**src/rtl/pc_redirect_fetch_stage.sv**
```systemverilog
// IF-stage PC register plus IF/ID pipeline register with ID-stage redirect,
// wrong-path squash, stall hold, sticky misalignment flag and redirect counter.
module pc_redirect_fetch_stage #(
    parameter logic [31:0] RESET_PC = 32'h0000_0000,
    parameter int unsigned CNT_W    = 16
) (
    input  logic             clk,
    input  logic             rst_n,
    input  logic             stall,
    input  logic             branch_decision,
    input  logic [31:0]      branch_target,
    input  logic             jump,
    input  logic [31:0]      jump_target,
    input  logic [31:0]      imem_instr,
    output logic [31:0]      pc_out,
    output logic [31:0]      if_id_pc4,
    output logic [31:0]      if_id_instr,
    output logic             if_id_valid,
    output logic             flush,
    output logic             misalign_err,
    output logic [CNT_W-1:0] redirect_count
);

    localparam logic [0:0] BOOT = 1'b0;
    localparam logic [0:0] RUN  = 1'b1;

    logic [0:0]  state;
    logic [31:0] pc_plus4;
    logic [31:0] redirect_target;

    assign pc_plus4        = pc_out + 32'd4;
    assign redirect_target = jump ? jump_target : branch_target;
    assign flush           = (state == RUN) & ~stall & (jump | branch_decision);

    always_ff @(posedge clk or negedge rst_n) begin
        if (!rst_n) begin
            state          <= BOOT;
            pc_out         <= RESET_PC;
            if_id_pc4      <= '0;
            if_id_instr    <= '0;
            if_id_valid    <= 1'b0;
            misalign_err   <= 1'b0;
            redirect_count <= '0;
        end else begin
            state <= RUN;
            if (state == BOOT || (!stall && !flush)) begin
                pc_out      <= pc_plus4;
                if_id_pc4   <= pc_plus4;
                if_id_instr <= imem_instr;
                if_id_valid <= 1'b1;
            end else if (flush) begin
                // Target is word-aligned on load; raw low bits only feed the sticky flag.
                pc_out      <= {redirect_target[31:2], 2'b00};
                if_id_pc4   <= '0;
                if_id_instr <= '0;
                if_id_valid <= 1'b0;
                if (redirect_target[1:0] != 2'b00)
                    misalign_err <= 1'b1;
                if (redirect_count != '1)
                    redirect_count <= redirect_count + 1'b1;
            end
        end
    end

endmodule

```
**config.mk**
```make
export PLATFORM = sky130hd
export DESIGN_NAME = pc_redirect_fetch_stage
export DESIGN_NICKNAME = d
export VERILOG_FILES = /design/src/rtl/pc_redirect_fetch_stage.sv
export SDC_FILE = /design/constraint.sdc
export NUM_CORES = 1
export LEC_CHECK = 0
export CORE_UTILIZATION = 43
export CTS_CLUSTER_DIAMETER = 150
export DETAILED_ROUTE_END_ITERATION = 10
export MAX_ROUTING_LAYER = met4
export PLACE_DENSITY = 0.8
export SLEW_MARGIN = 40
export SYNTH_ARGS = -nofsm -noshare
export SYNTH_HDL_FRONTEND = slang
export SYNTH_SLANG_ARGS = --single-unit
```
**constraint.sdc**
```tcl
create_clock -name clk -period 5.1 [get_ports clk]
set_input_delay 1.02 -clock clk [delete_from_list [all_inputs] [get_ports clk]]
set_output_delay 1.02 -clock clk [all_outputs]
set_load 0.02 [all_outputs]
```
==> results of run 1 <==
## flip-flops by register name (all words and copies together) (netlist names)
| name | count |
|---|---|
| pc_out | 30 |
| if_id_instr | 32 |
| misalign_err | 1 |
| if_id_pc4 | 30 |
| redirect_count | 16 |
| state | 1 |
| if_id_valid | 1 |
## kinds of logic (layout without fill, tap and decap cells)
group | after synthesis | in the layout
multiplexers | 35 | 35
AND/OR/NAND/NOR | 148 | 148
other | 2 | 5
AO/OA/AOI/OAI | 122 | 122
flip-flops | 111 | 111
XOR/XNOR | 33 | 33
buffers and inverters | 41 | 238
adder cells (fa/ha/maj) | 2 | 2
## critical path: cells and delay by family
kind	cells	cell delay (ps)
buffers and inverters	3	1240
and+or+nand+nor	2	510
## power by group through the flow
stage | Sequential (uW) | Combinational [uW] | Clock [uW]
floorplan | 1300 | 275 | 0
global placement | 1170 | 837 | 0
detailed placement | 1180 | 854 | 0
CTS | 1170 | 859 | 731
global route | 1190 | 907 | 770
finish | 1170 | 851 | 716
## metal layers
metal / up-vias / global-route usage [%] / share of wire [%]
li1: 2195 / - / -
met1: 2341 / 31.8 / 44
met2: 167 / 40.6 / 49
met3: 20 / 4.09 / 5.2
met4: 0 / 8.95 / 1.7
met5: - / - / 0
## layout by cell type (no fill, tap or decap), drive strengths merged, types with 2 or more instances in the layout
| master | netlist | layout |
|---|---|---|
| xor2 | 14 | 14 |
| a21o | 9 | 9 |
| nor3b | 3 | 3 |
| nand2b | 2 | 2 |
| and2 | 5 | 5 |
| mux2 | 13 | 13 |
| dfrtp | 111 | 111 |
| nand3 | 17 | 17 |
| nand2 | 53 | 53 |
| o211ai | 2 | 2 |
| a221o | 13 | 13 |
| o221ai | 6 | 6 |
| clkinv | 0 | 4 |
| a21oi | 13 | 13 |
| buf | 22 | 9 |
| nor2 | 25 | 25 |
| nor3 | 8 | 8 |
| xnor2 | 19 | 19 |
| ha | 2 | 2 |
| nor4 | 7 | 7 |
| and4 | 6 | 6 |
| inv | 4 | 5 |
| a22o | 36 | 36 |
| clkdlybuf4s50 | 0 | 209 |
| conb | 2 | 5 |
| mux2i | 22 | 22 |
| nand4 | 12 | 12 |
| a31oi | 6 | 6 |
| o21ai | 31 | 31 |
| and3 | 7 | 7 |
| o311ai | 2 | 2 |
| clkbuf | 15 | 10 |
## stage by stage
step	worst slack (ps)	power (uW)	instance area, um2	cells	hold slack [ps]
after global placement	1400	2010	7560	846	440
final	1300	2740	7870	862	483
after global routing	1220	2870	7870	862	500
after CTS	1300	2760	7860	862	487
after floorplan	2110	1580	5350	497	565
after detailed placement	1310	2040	7560	846	462
## cell type report
class,instances,area (um2)
sequential,111,2780
clock inverter,6,70.1
inverter,4,15.0
multi-input combinational,345,2400
clock buffer,10,229
tap,168,210
fill,957,4200
timing repair buffer,218,2160
## path summary, 6_finish.rpt
path / endpoint / depth (start not counted)
hold / removal: if_id_pc4[24] / 2
setup reg to reg: pc_out[30] / 6
max in group asynchronous: if_id_pc4[7] / 2
hold reg to reg: if_id_pc4[24] / 2
setup / recovery: flush / 5
min in group asynchronous: if_id_instr[26] / 1
==> run summary, run 1 <==
The number of buffers between clock root and the deepest sink is 2. Once detail routing completed, the nets flagged for antenna violations numbered 0. At the worst endpoint, the required time is 4080 ps. Setup repair after global routing left no endpoint under its margin. The initial antenna violation count is 0.

Timing would allow up to 0.263 GHz. The count of maximum capacitance violations came out at 0. The ratio of total power to cell area is 348 mW/mm2.

The flip-flop and latch count after synthesis came out at 111. From left edge to right edge, the die measures 113 um. The total wirelength of the detailed-routed design is 15200 um. The area of the placeable core is 0.0121 mm2. The number of setup buffers added after CTS is 0. The routed wire length per instance is 17.6 um. The kind of critical path is input port to output pin. After synthesis, the largest family of logic cells by area is compound AO/OA/AOI/OAI gates. The worst setup path is launched from an input port.

The time the final worst path needs with I/O delays and setup came out at 3800 ps. The number of buffers inserted for hold repair after clock tree synthesis is 0. The worst setup skew after layout is 6.58 ps.

The classification of the worst-slack hold path is flop to flop. The tree is rooted in a clkbuf_16. The total inserted antenna cells came out at 0.

The area fraction in compound gates after synthesis came out at 16.8%. The final count of hold timing violations is 0. The all-layer global routing usage came out at 25.0%.

The area added between synthesis and finish is 47.3%. After synthesis, the mean cell area works out to 10.8 um2. TritonCTS built the clock tree. The total net switching power is 910 uW. In this run, post-CTS repair resized a total of 0 instances. The floorplan step set the die height to 113 um. The worst register-to-register path begins at pc_out[2]. After technology mapping, the gate count stands at 494. Setup violations remaining at the end of the flow were counted as 0. Per report_power, the clock group accounts for 26.2% of the total. The fraction of synthesis flops using an asynchronous set or reset pin is 100%. The floorplan has 40 rows.

Before antenna repair, the detailed router went through 4 iterations. In this run the worst path has a maximum fanout of 9. The setup TNS after final layout is 0 ps. The synthesized netlist devotes 0.468% of its cell area to adder and majority cells.

The leakage power total came out at 0.00335 uW. The startpoint identified for the worst hold timing path is if_id_pc4[24]. The number of vias per cell came out at 5.48. The fraction of power consumed by combinational cells is 31.1%. The post-synthesis sequential area ratio is 52.0%. The DRC violations left came out at 0. Summed over all layers, the global routing overflow is 0. Sequential cells account for 42.7% of the total power.

Cells fill 65.2% of the core in the end. After Yosys synthesis, XOR and XNOR cells account for 5.41% of the synthesized area. The count of distinct cell types in the synthesized netlist is 50. The multiplexer fraction of the synthesized cell area is 6.86%. The starting DRC count in detailed routing came out at 268. The clock slew seen by the registers of the worst setup and hold paths is 70 ps. The via total after detailed routing came out at 4723. Traced cell by cell, the critical path runs through clkdlybuf4s50_1, nand2_1, nand2_1, inv_1, clkdlybuf4s50_1. The effective utilization at floorplan is 44.3%. The actual slew at the worst max-slew pin is 734 ps. In the final layout, the share of cells above drive strength 1 is 6.92%. The count of port buffers added during placement is 211. Entering global routing, the biggest net connects 82 pins.

Yosys mapped a number of flops with a built-in enable equal to 0. The area of the mapped netlist is 0.00534 mm2. The post-synthesis cell type with the largest combined area is dfrtp_1.

The number of H-tree levels came out at 3. The I/O pin count is 216. The count of final max-slew check failures came out at 0. During synthesis, Yosys emitted a total of 0 warnings.

The die footprint is 0.0129 mm2. The maximum vdd ir drop is 0.286 mV. By instance count, the leading cell after synthesis is dfrtp_1.

The part of the cycle the worst path needs is 74.5%. The net count reported at finish came out at 792. Among all stages on the critical path, the largest delay is contributed by clkdlybuf4s50_1. The flow ran to the end, and the final reports show no timing, DRC or antenna violations. The headroom to the max-slew limit came out at 51.1%. The clock latency on the worst-skew pair came out at 350 ps. The final weighted congestion of routability-driven global placement came out at 0.809. Of the total power, the share spent switching nets is 33.3%.

STA puts the critical path data arrival time at 2780 ps. The first-pass GRT wire length came out at 24200 um. Once detailed placement completed, the half-perimeter wirelength came to 10800 um. The simple-gate share of the synthesized area is 14.8%.

The commonest cells after synthesis are dfrtp_1 (111), nand2_1 (53), a22o_1 (36). For this run, the leading register cell type out of synthesis is dfrtp_1. The internal power came out at 1830 uW. Tracing the worst setup path back leads to its startpoint at stall.

The total number of clock tree sinks is 111. The setup slack on the worst flop-to-flop path came out at 2710 ps. The area share of the largest cell type after synthesis came out at 52.0%.

The via count of the first global-routing pass is 4681. After synthesis, the cell types taking the most area are dfrtp_1 (52%), a22o_1 (5.9%), mux2i_1 (4.1%). The number of clock buffers inserted by TritonCTS came out at 9. The worst stage delay on the critical path is 610 ps. The worst setup path is captured at an output pin.
Power figures use the tool's default switching activity.
==> inputs of run 2 (changes only) <==
==> constraint.sdc (replaced) <==
create_clock -name clk -period 3.67 [get_ports clk]
set_input_delay 0.734 -clock clk [delete_from_list [all_inputs] [get_ports clk]]
set_output_delay 0.734 -clock clk [all_outputs]
set_load 0.02 [all_outputs]
==> run 2 against run 1 <==
Register-to-register slack worse by 1400 ps. Worst hold slack worse by 92 ps. First-iteration DRC count up 3.0%. Critical endpoint unchanged. Sequential cell count unchanged. Sequential power up 39%. Global-route usage up 0.52 points. Design area up 0.62%. Total power up 42%. Highest routed layer unchanged.
==> run summary, run 2 (synthesis results as in run 1) <==
The classification of the worst-slack hold path is input port to asynchronous set/reset pin. The internal power was 2610 uW (+43%). The proportion of layout cells with a drive suffix above 1 came out at 7.18% (+0.27 points). The number of buffers between clock root and the deepest sink is 2 (unchanged).

The die footprint was 0.0129 mm2 (unchanged). The worst path uses 81.7% of the clock period. The worst stage delay on the critical path is 540 ps (-70 ps). The starting DRC count in detailed routing came out at 276 (+3.0%). Leaving out fill and tap cells, the most frequent cell in the layout is clkdlybuf4s50_1. The ratio of total power to cell area came out at 489 mW/mm2 (+41%). The number of H-tree levels is 3 (unchanged). The count of maximum capacitance violations was 0 (unchanged). TritonCTS built the clock tree. The total wirelength of the detailed-routed design is 15300 um (+0.34%). The count of final max-slew check failures was 0 (unchanged). The clock latency on the worst-skew pair came out at 350 ps (about the same).

The fraction of power consumed by combinational cells came out at 30.7% (-0.4 points). The largest individual stage delay along the critical path comes from the cell clkdlybuf4s50_1. The number of iterations in the first detailed-routing pass came out at 4 (unchanged). The tree is rooted in a clkbuf_16. The initial antenna violation count is 0 (unchanged). The setup TNS after final layout was 0 ps (unchanged). The number of clock buffers inserted by TritonCTS came to 9 (unchanged). The top cell types in the final layout, fill and taps aside, are clkdlybuf4s50_1 (209), dfrtp_1 (111), nand2_1 (53). Setup repair after global routing left no endpoint under its margin. The fmax came out at 0.334 GHz.

The number of resized instances in the post-cts repair step is 0 (unchanged). The time the final worst path needs with I/O delays and setup came out at 3000 ps. The via total after detailed routing came out at 4719 (-0.085%). The total number of clock tree sinks is 111 (unchanged). The row count came out at 40 (unchanged).

The critical path buffer and inverter count came out at 3 (unchanged). The total of fill cells in the finished design is 963 (+0.63%). The sequential cell fraction of total power came out at 42.0% (-0.7 points). The setup slack on the worst flop-to-flop path came out at 1270 ps (-1440 ps). The number of cells on the worst reg-to-reg path is 6 (unchanged). The worst setup skew after layout is 7.06 ps (+0.473 ps). The number of vias per cell is 5.46 (-0.32%).

The global route total overflow was 0 (unchanged). The count of port buffers added during placement is 211 (unchanged). The proportion of total power due to net switching was 32.7% (-0.59 points). The via count of the first global-routing pass came out at 4835 (+3.3%). The HPWL after detailed placement came out at 10700 um (-1.1%).

The flow ran to the end, and the final reports show no timing, DRC or antenna violations. The endpoint identified for the worst register-to-register timing path is pc_out[30]. The most critical setup path has its startpoint at stall.

The final weighted congestion of routability-driven global placement was 0.804 (-0.67%). The total inserted antenna cells came out at 0 (unchanged). The floorplan die height came out at 113 um (unchanged). Ranked by flip-flop count, first place goes to if_id_instr. The launch point of the worst reg-to-reg path is pc_out[2].

The worst endpoint required time came out at 2940 ps (-1140 ps). The routed wire length per instance came out at 17.7 um (+0.11%). The worst setup path is of the input port to output pin kind.

The count of endpoints failing setup in the final report came out at 0 (unchanged). On the critical path the largest part of the delay comes from buffers and inverters. The maximum fanout encountered on the critical timing path is 5 (-4). The largest registers in the layout are if_id_instr (32), if_id_pc4 (30), pc_out (30). The effective utilization at floorplan is 44.3% (unchanged). STA classifies the critical path startpoint as an input port. The final count of hold timing violations is 0 (unchanged). The all-layer global routing usage is 25.5% (+0.52 points). In this run the worst setup path terminates at flush. The number of post-CTS setup repair buffers is 0 (unchanged).

The residual antenna-violating net count after detailed routing is 0 (unchanged). The end-of-flow core utilization is 65.6% (+0.40 points). The x dimension of the die came out at 113 um (unchanged). The net count reported at finish is 794 (+0.25%). The area added between synthesis and finish came out at 48.2%. The area of the placeable core is 0.0121 mm2 (unchanged).

The overall power after layout is 3870 uW (+42%). The headroom to the max-slew limit came out at 50.2% (-0.83 points). The total net switching power is 1260 uW (+39%).

The cell depth of the worst setup path is 5 (unchanged). The largest net degree at the start of global routing is 85 (+3.7%). The most frequent cell on the critical path is clkdlybuf4s50_1. The first-pass GRT wire length was 24800 um (+2.4%).

The DRC violations left came to 0 (unchanged). The data arrival time at the worst-slack endpoint came out at 2260 ps (-520 ps). The leakage power total is 0.00337 uW (+0.42%). Traced cell by cell, the critical path runs through clkdlybuf4s50_1, o31a_1, nand2_1, inv_1, clkdlybuf4s50_1.

The worst setup path is captured at an output pin. The clock group share of total power came out at 27.3% (+1.1 points). The clock slew seen by the registers of the worst setup and hold paths came out at 70 ps (about the same). The maximum vdd ir drop came to 0.478 mV (+67%).

The I/O pin count came out at 216 (unchanged). The actual slew at the worst max-slew pin came out at 746 ps (+12.4 ps). The number of flip-flops in the largest register came out at 32 (unchanged).

The number of buffers inserted for hold repair after clock tree synthesis is 0 (unchanged).
==> run 2: power by group through the flow <==
stage	Sequential (uW)	Clock, uW	Combinational [uW]
2_1_floorplan	1810	0	382
3_3_place_gp	1630	0	1170
3_5_place_dp	1640	0	1190
4_1_cts	1620	1080	1200
5_1_grt	1660	1130	1270
6_report	1630	1060	1190
==> run 2: layout make-up <==
type	count	area [um2]	share of cell area, %
inverters	4	15.0	0.190
well taps	168	210	2.66
repair buffers	220	2190	27.6
clock buffers	10	229	2.89
clock inverters	6	92.6	1.17
multi-input cells	345	2400	30.4
flip-flops and latches	111	2780	35.1
==> run 2: through the flow <==
stage                     setup WS [ps]  hold slack, ps  cell area, um2  cells
after global placement              678             442            7580    848
after CTS                           664             445            7910    864
final                               673             390            7920    864
after global routing                610             457            7920    864
after floorplan                    1260             438            5350    497
after detailed placement            671             443            7590    848
==> run 2: how the worst min path moves through the flow <==
stage                      endpoint         start
finish              if_id_instr[28]         rst_n
global route        if_id_instr[28]         rst_n
CTS                    if_id_pc4[2]         rst_n
detailed placement     misalign_err  misalign_err
global placement       misalign_err  misalign_err
floorplan            if_id_instr[0]         rst_n
==> run 2: per-layer routing <==
layer	share of wire [%]	GRT usage, %	wire length (um)
met1	43	32.1	6550
met2	49	41.5	7470
met3	6.6	4.89	1010
met4	1.5	8.51	229
met5	0	-	0
==> edit 1, RTL diff (flow settings as in run 2) <==
The parameter `CNT_W` goes from 16 to 32.
--- a/src/rtl/pc_redirect_fetch_stage.sv
+++ b/src/rtl/pc_redirect_fetch_stage.sv
@@ -2,7 +2,7 @@
 // wrong-path squash, stall hold, sticky misalignment flag and redirect counter.
 module pc_redirect_fetch_stage #(
     parameter logic [31:0] RESET_PC = 32'h0000_0000,
-    parameter int unsigned CNT_W    = 16
+    parameter int unsigned CNT_W    = 32
 ) (
     input  logic             clk,
     input  logic             rst_n,
Interface: changed (resized redirect_count); port bits go from 216 to 232. The function was not compared with the original's and may differ.
==> edit 1 against run 2 <==
- setup slack lost 0.20 ns
- sequential cell count is 16 higher
- power increased by 20%
- routed wire length is 16% higher
- sequential power grew 11%
- final area is 15% higher
- area after synthesis is 14% higher
==> edit 1: results (changes against run 2) <==
\begin{tabular}{lr}
\hline
Metric & Value \\
\hline
\multicolumn{2}{l}{\textbf{Routing}} \\
Number of optimization iterations in the first detailed-route pass & 5 (was 4) \\
Final Routed Wirelength & 17700 µm (was 15300 µm) \\
Number of DRC markers in iteration 0 & 365 (was 276) \\
Total number of vias & 5479 (was 4719) \\
\multicolumn{2}{l}{\textbf{Yosys}} \\
Register area share after synthesis & 52.3\% (was 52.0\%) \\
Cell types occupying the most area after synthesis & dfrtp\_1, a22o\_1, xnor2\_1 (was dfrtp\_1, a22o\_1, mux2i\_1) \\
Top cell types by occurrence after synthesis & dfrtp\_1, nand2\_1, a22o\_1, o21ai\_0, xnor2\_1 (was dfrtp\_1, nand2\_1, a22o\_1, o21ai\_0, nor2\_1) \\
Count of unique library cells instantiated by Yosys & 49 (was 50) \\
Syn Inst Count & 568 (was 494) \\
\multicolumn{2}{l}{\textbf{Clock network}} \\
Clock input transition at the sequential cells of the worst setup and hold paths & 0.05 ns (was 0.07 ns) \\
Post-CTS setup repair buffer count & 0 (unchanged) \\
CTS H-tree lvls & 4 (was 3) \\
Clock insertion delay at the later pin of the skew report & 0.42 ns (was 0.35 ns) \\
Inserted Clock Buffers & 17 (was 9) \\
\multicolumn{2}{l}{\textbf{Timing}} \\
Final setup skew & 0.00794 ns (was 0.00706 ns) \\
Crit path setup slack, layout & 0.478 ns (was 0.673 ns) \\
Slew at the pin closest to its max-slew limit & 0.769 ns (was 0.746 ns) \\
\multicolumn{2}{l}{\textbf{Placed design}} \\
Placed Instance Area & 8500 µm² (was 7590 µm²) \\
Final weighted congestion in routability-driven placement & 0.889 (was 0.804) \\
Number of I/O port buffers & 227 (was 211) \\
Cell count after placement & 946 (was 848) \\
Half-perimeter wire length after placement & 12600 µm (was 10700 µm) \\
\multicolumn{2}{l}{\textbf{Critical path}} \\
Critical R2R Capture & pc\_out[24] (was pc\_out[30]) \\
Worst Path Max Fanout & 7 (was 5) \\
R2R setup slack & 1.19 ns (was 1.27 ns) \\
Worst setup path startpoint & stall (unchanged) \\
R2r startpoint & pc\_out[2] (unchanged) \\
\multicolumn{2}{l}{\textbf{Final layout}} \\
Proportion of layout cells with a drive suffix above 1 & 7.30\% (was 7.18\%) \\
\# fillers & 1045 (was 963) \\
Final Net Count & 888 (was 794) \\
Largest registers & if\_id\_instr: 32 flops, redirect\_count: 32 flops (was if\_id\_instr: 32 flops, if\_id\_pc4: 30 flops, pc\_out: 30 flops) \\
\multicolumn{2}{l}{\textbf{Global route}} \\
Wire length of the first global-routing pass & 27400 µm (was 24800 µm) \\
Total GRT Usage & 25.5\% (about the same) \\
Largest net degree at the start of global routing & 74 (was 85) \\
\multicolumn{2}{l}{\textbf{Pwr}} \\
Maximum VDD drop & 0.431 mV (was 0.478 mV) \\
Leak Pwr & 3.93 nW (was 3.37 nW) \\
\multicolumn{2}{l}{\textbf{Status}} \\
Status & finished clean (unchanged) \\
\hline
\end{tabular}
edit 1: final cells by class:
class                   instances  area [µm²]  share of cell area [%]
flip-flops and latches        127        3180                    35.0
multi-input cells             396        2730                    30.0
well taps                     180         225                    2.48
inverters                       7        26.3                   0.289
repair buffers                236        2360                    25.9
clock buffers                  21         460                    5.06
clock inverters                 8         115                    1.27
edit 1: per-layer routing:
metal,wire (µm),vias up,track usage (%)
met5,0,-,-
met4,516,0,11.8
met3,1340,41,7.12
met2,8480,251,40.0
met1,7340,2678,30.3
li1,-,2509,-
edit 1: per-stage QoR:
step / total power [mW] / hold slack (ns)
2_1_floorplan: 2.37 / 0.438
3_3_place_gp: 2.99 / 0.445
3_5_place_dp: 3.03 / 0.466
4_1_cts: 4.70 / 0.381
5_1_grt: 4.87 / 0.412
6_report: 4.66 / 0.352
edit 1: logic make-up after synthesis:
group	count (synthesis)	synth area share (%)
flip-flops	127	52.3
buffers and inverters	48	3.38
other	2	0.124
XOR/XNOR	51	7.36
AND/OR/NAND/NOR	177	15.3
AO/OA/AOI/OAI	131	16.0
multiplexers	30	5.09
adder cells (fa/ha/maj)	2	0.412
edit 1: power breakdown:
group	internal (mW)	leakage, nW	switching, mW	total (mW)
Combinational	0.605	2.04	0.590	1.19
Clock	1.08	0.288	0.571	1.66
Sequential	1.59	1.60	0.222	1.81
Total	3.28	3.93	1.38	4.66
edit 1: critical path, cell delays in order:
cell and delay (ns):
clkdlybuf4s50_1 0.54, o31a_2 0.41, nand2_1 0.12, inv_1 0.10, clkdlybuf4s50_1 0.56
==> edit 2, RTL diff (settings of run 2) <==
Made on the original files. Add an input register stage for `branch_target`; this delays it by one clock. The other inputs are not delayed to match.
--- a/src/rtl/pc_redirect_fetch_stage.sv
+++ b/src/rtl/pc_redirect_fetch_stage.sv
@@ -24,12 +24,18 @@
     localparam logic [0:0] BOOT = 1'b0;
     localparam logic [0:0] RUN  = 1'b1;
 
+    logic [31:0] branch_target_q;
+
+    always_ff @(posedge clk) begin
+        branch_target_q <= branch_target;
+    end
+
     logic [0:0]  state;
     logic [31:0] pc_plus4;
     logic [31:0] redirect_target;
 
     assign pc_plus4        = pc_out + 32'd4;
-    assign redirect_target = jump ? jump_target : branch_target;
+    assign redirect_target = jump ? jump_target : branch_target_q;
     assign flush           = (state == RUN) & ~stall & (jump | branch_decision);
 
     always_ff @(posedge clk or negedge rst_n) begin
Formal check against the unedited RTL: not equivalent (a bounded check fails within 4 cycles, from zero or initial values and one cycle with rst_n low).
==> edit 2 against run 2 <==
- via count increased by 20%
- clock power increased by 63%
- area after synthesis increased by 21%
- final area increased by 17%
- routed wire length increased by 21%
- sequential cell count increased by 32
- register-to-register slack improved by 0.10 ns
- synthesized cell count increased by 33%
- sequential power increased by 20%
- setup slack got worse by 0.070 ns
- critical path depth unchanged
- power increased by 25%
- clock skew about the same
==> edit 2: results (changes against run 2) <==
\begin{tabular}{lr}
\hline
Metric & Value \\
\hline
\multicolumn{2}{l}{\textbf{Routing}} \\
Number of optimization iterations in the first detailed-route pass & 5 (was 4) \\
Final Routed Wirelength & 18500 µm (was 15300 µm) \\
Vias per std cell & 5.35 (was 5.46) \\
Total number of vias & 5643 (was 4719) \\
Sum of routed wire segments on met1 & 8010 µm (was 6550 µm) \\
Routed wire length on met3 & 1190 µm (was 1010 µm) \\
Met2 routed WL & 8970 µm (was 7470 µm) \\
Number of DRC markers in iteration 0 & 410 (was 276) \\
\multicolumn{2}{l}{\textbf{Final layout}} \\
Largest registers & branch\_target\_q: 32 flops, if\_id\_instr: 32 flops (was if\_id\_instr: 32 flops, if\_id\_pc4: 30 flops, pc\_out: 30 flops) \\
Final Net Count & 961 (was 794) \\
\multicolumn{2}{l}{\textbf{Clock network}} \\
Inserted Clock Buffers & 17 (was 9) \\
Clock input transition at the sequential cells of the worst setup and hold paths & 0.06 ns \\
Clock insertion delay at the later pin of the skew report & 0.42 ns (was 0.35 ns) \\
\multicolumn{2}{l}{\textbf{Timing}} \\
Max-slew headroom at the worst pin & 53.4\% (was 50.2\%) \\
Final setup skew & 0.00719 ns (was 0.00706 ns) \\
\multicolumn{2}{l}{\textbf{Global route}} \\
Wire length of the first global-routing pass & 30000 µm (was 24800 µm) \\
Met3 layer usage reported by global route & 6.66\% (was 4.89\%) \\
Met2 Track Usage GR & 40.0\% (was 41.5\%) \\
Largest net degree at the start of global routing & 84 (was 85) \\
\multicolumn{2}{l}{\textbf{Yosys}} \\
Cell types occupying the most area after synthesis & dfrtp\_1, dfxtp\_1, nand2\_1 (was dfrtp\_1, a22o\_1, mux2i\_1) \\
Warnings from Yosys & 0 (unchanged) \\
Top cell types by occurrence after synthesis & nand2\_1, dfrtp\_1, nand3\_1, dfxtp\_1, o21ai\_0 (was dfrtp\_1, nand2\_1, a22o\_1, o21ai\_0, nor2\_1) \\
Register area share after synthesis & 53.0\% (was 52.0\%) \\
Count of unique library cells instantiated by Yosys & 60 (was 50) \\
Share of async-settable or async-resettable flops after synthesis & 77.6\% (was 100\%) \\
Syn Inst Count & 659 (was 494) \\
\multicolumn{2}{l}{\textbf{Placed design}} \\
Number of I/O port buffers & 211 (unchanged) \\
Cell count after placement & 1023 (was 848) \\
Half-perimeter wire length after placement & 12700 µm (was 10700 µm) \\
Final weighted congestion in routability-driven placement & 0.883 (was 0.804) \\
\multicolumn{2}{l}{\textbf{Pwr}} \\
Maximum VDD drop & 0.338 mV (was 0.478 mV) \\
Leak Pwr & 4.00 nW (was 3.37 nW) \\
\multicolumn{2}{l}{\textbf{Critical path}} \\
CP peak stage delay & 0.66 ns (was 0.54 ns) \\
Crit path max-delay family & buffers and inverters (unchanged) \\
Worst Path Max Fanout & 6 (was 5) \\
Crit path DAT & 2.33 ns (was 2.26 ns) \\
\multicolumn{2}{l}{\textbf{Status}} \\
Status & finished clean (unchanged) \\
\multicolumn{2}{l}{\textbf{Min path}} \\
Hold crit path type & primary input to asynchronous set/reset pin (unchanged) \\
\hline
\end{tabular}
-- edit 2: final timing paths --
| check | from | to | slack, ns | cells after the start |
|---|---|---|---|---|
| min | rst_n | misalign_err | 0.30 | 1 |
| max in group asynchronous | rst_n | pc_out[8] | 2.72 | 2 |
| max | branch_decision | flush | 0.60 | 5 |
| max reg2reg | pc_out[2] | if_id_pc4[26] | 1.37 | 6 |
| min in group clk | if_id_instr[31] | if_id_instr[31] | 0.46 | 2 |
| min reg2reg | if_id_instr[31] | if_id_instr[31] | 0.46 | 2 |
-- edit 2: cells by family (layout without fill, tap and decap cells) --
kind of cell,Yosys count,in the layout,synth area share (%)
compound gates,124,124,12.8
xor+xnor,35,35,4.75
other cells,2,5,0.116
flops,143,143,53.0
fa+ha+maj,2,2,0.388
buf+inv,51,260,3.98
simple gates,273,273,20.3
mux,29,29,4.66
-- edit 2: power breakdown --
| part | switching (mW) | internal, mW |
|---|---|---|
| sequential | 0.201 | 1.76 |
| combinational | 0.572 | 0.563 |
| clock | 0.655 | 1.07 |
-- edit 2: area by class of cell --
type | count | area, µm² | area share [%]
Sequential cell | 143 | 3420 | 36.9
Multi-Input combinational cell | 468 | 2800 | 30.2
Timing Repair Buffer | 223 | 2220 | 24.0
Clock buffer | 18 | 439 | 4.73
Tap cell | 184 | 230 | 2.48
Clock inverter | 14 | 148 | 1.59
Inverter | 5 | 18.8 | 0.202
-- edit 2: stage by stage --
step | worst slack (ns) | cell area, µm² | hold slack [ns]
global route | 0.500 | 9280 | 0.326
global placement | 0.593 | 8680 | 0.448
floorplan | 1.61 | 6460 | 0.438
finish | 0.604 | 9280 | 0.299
detailed placement | 0.603 | 8680 | 0.454
CTS | 0.589 | 9270 | 0.426
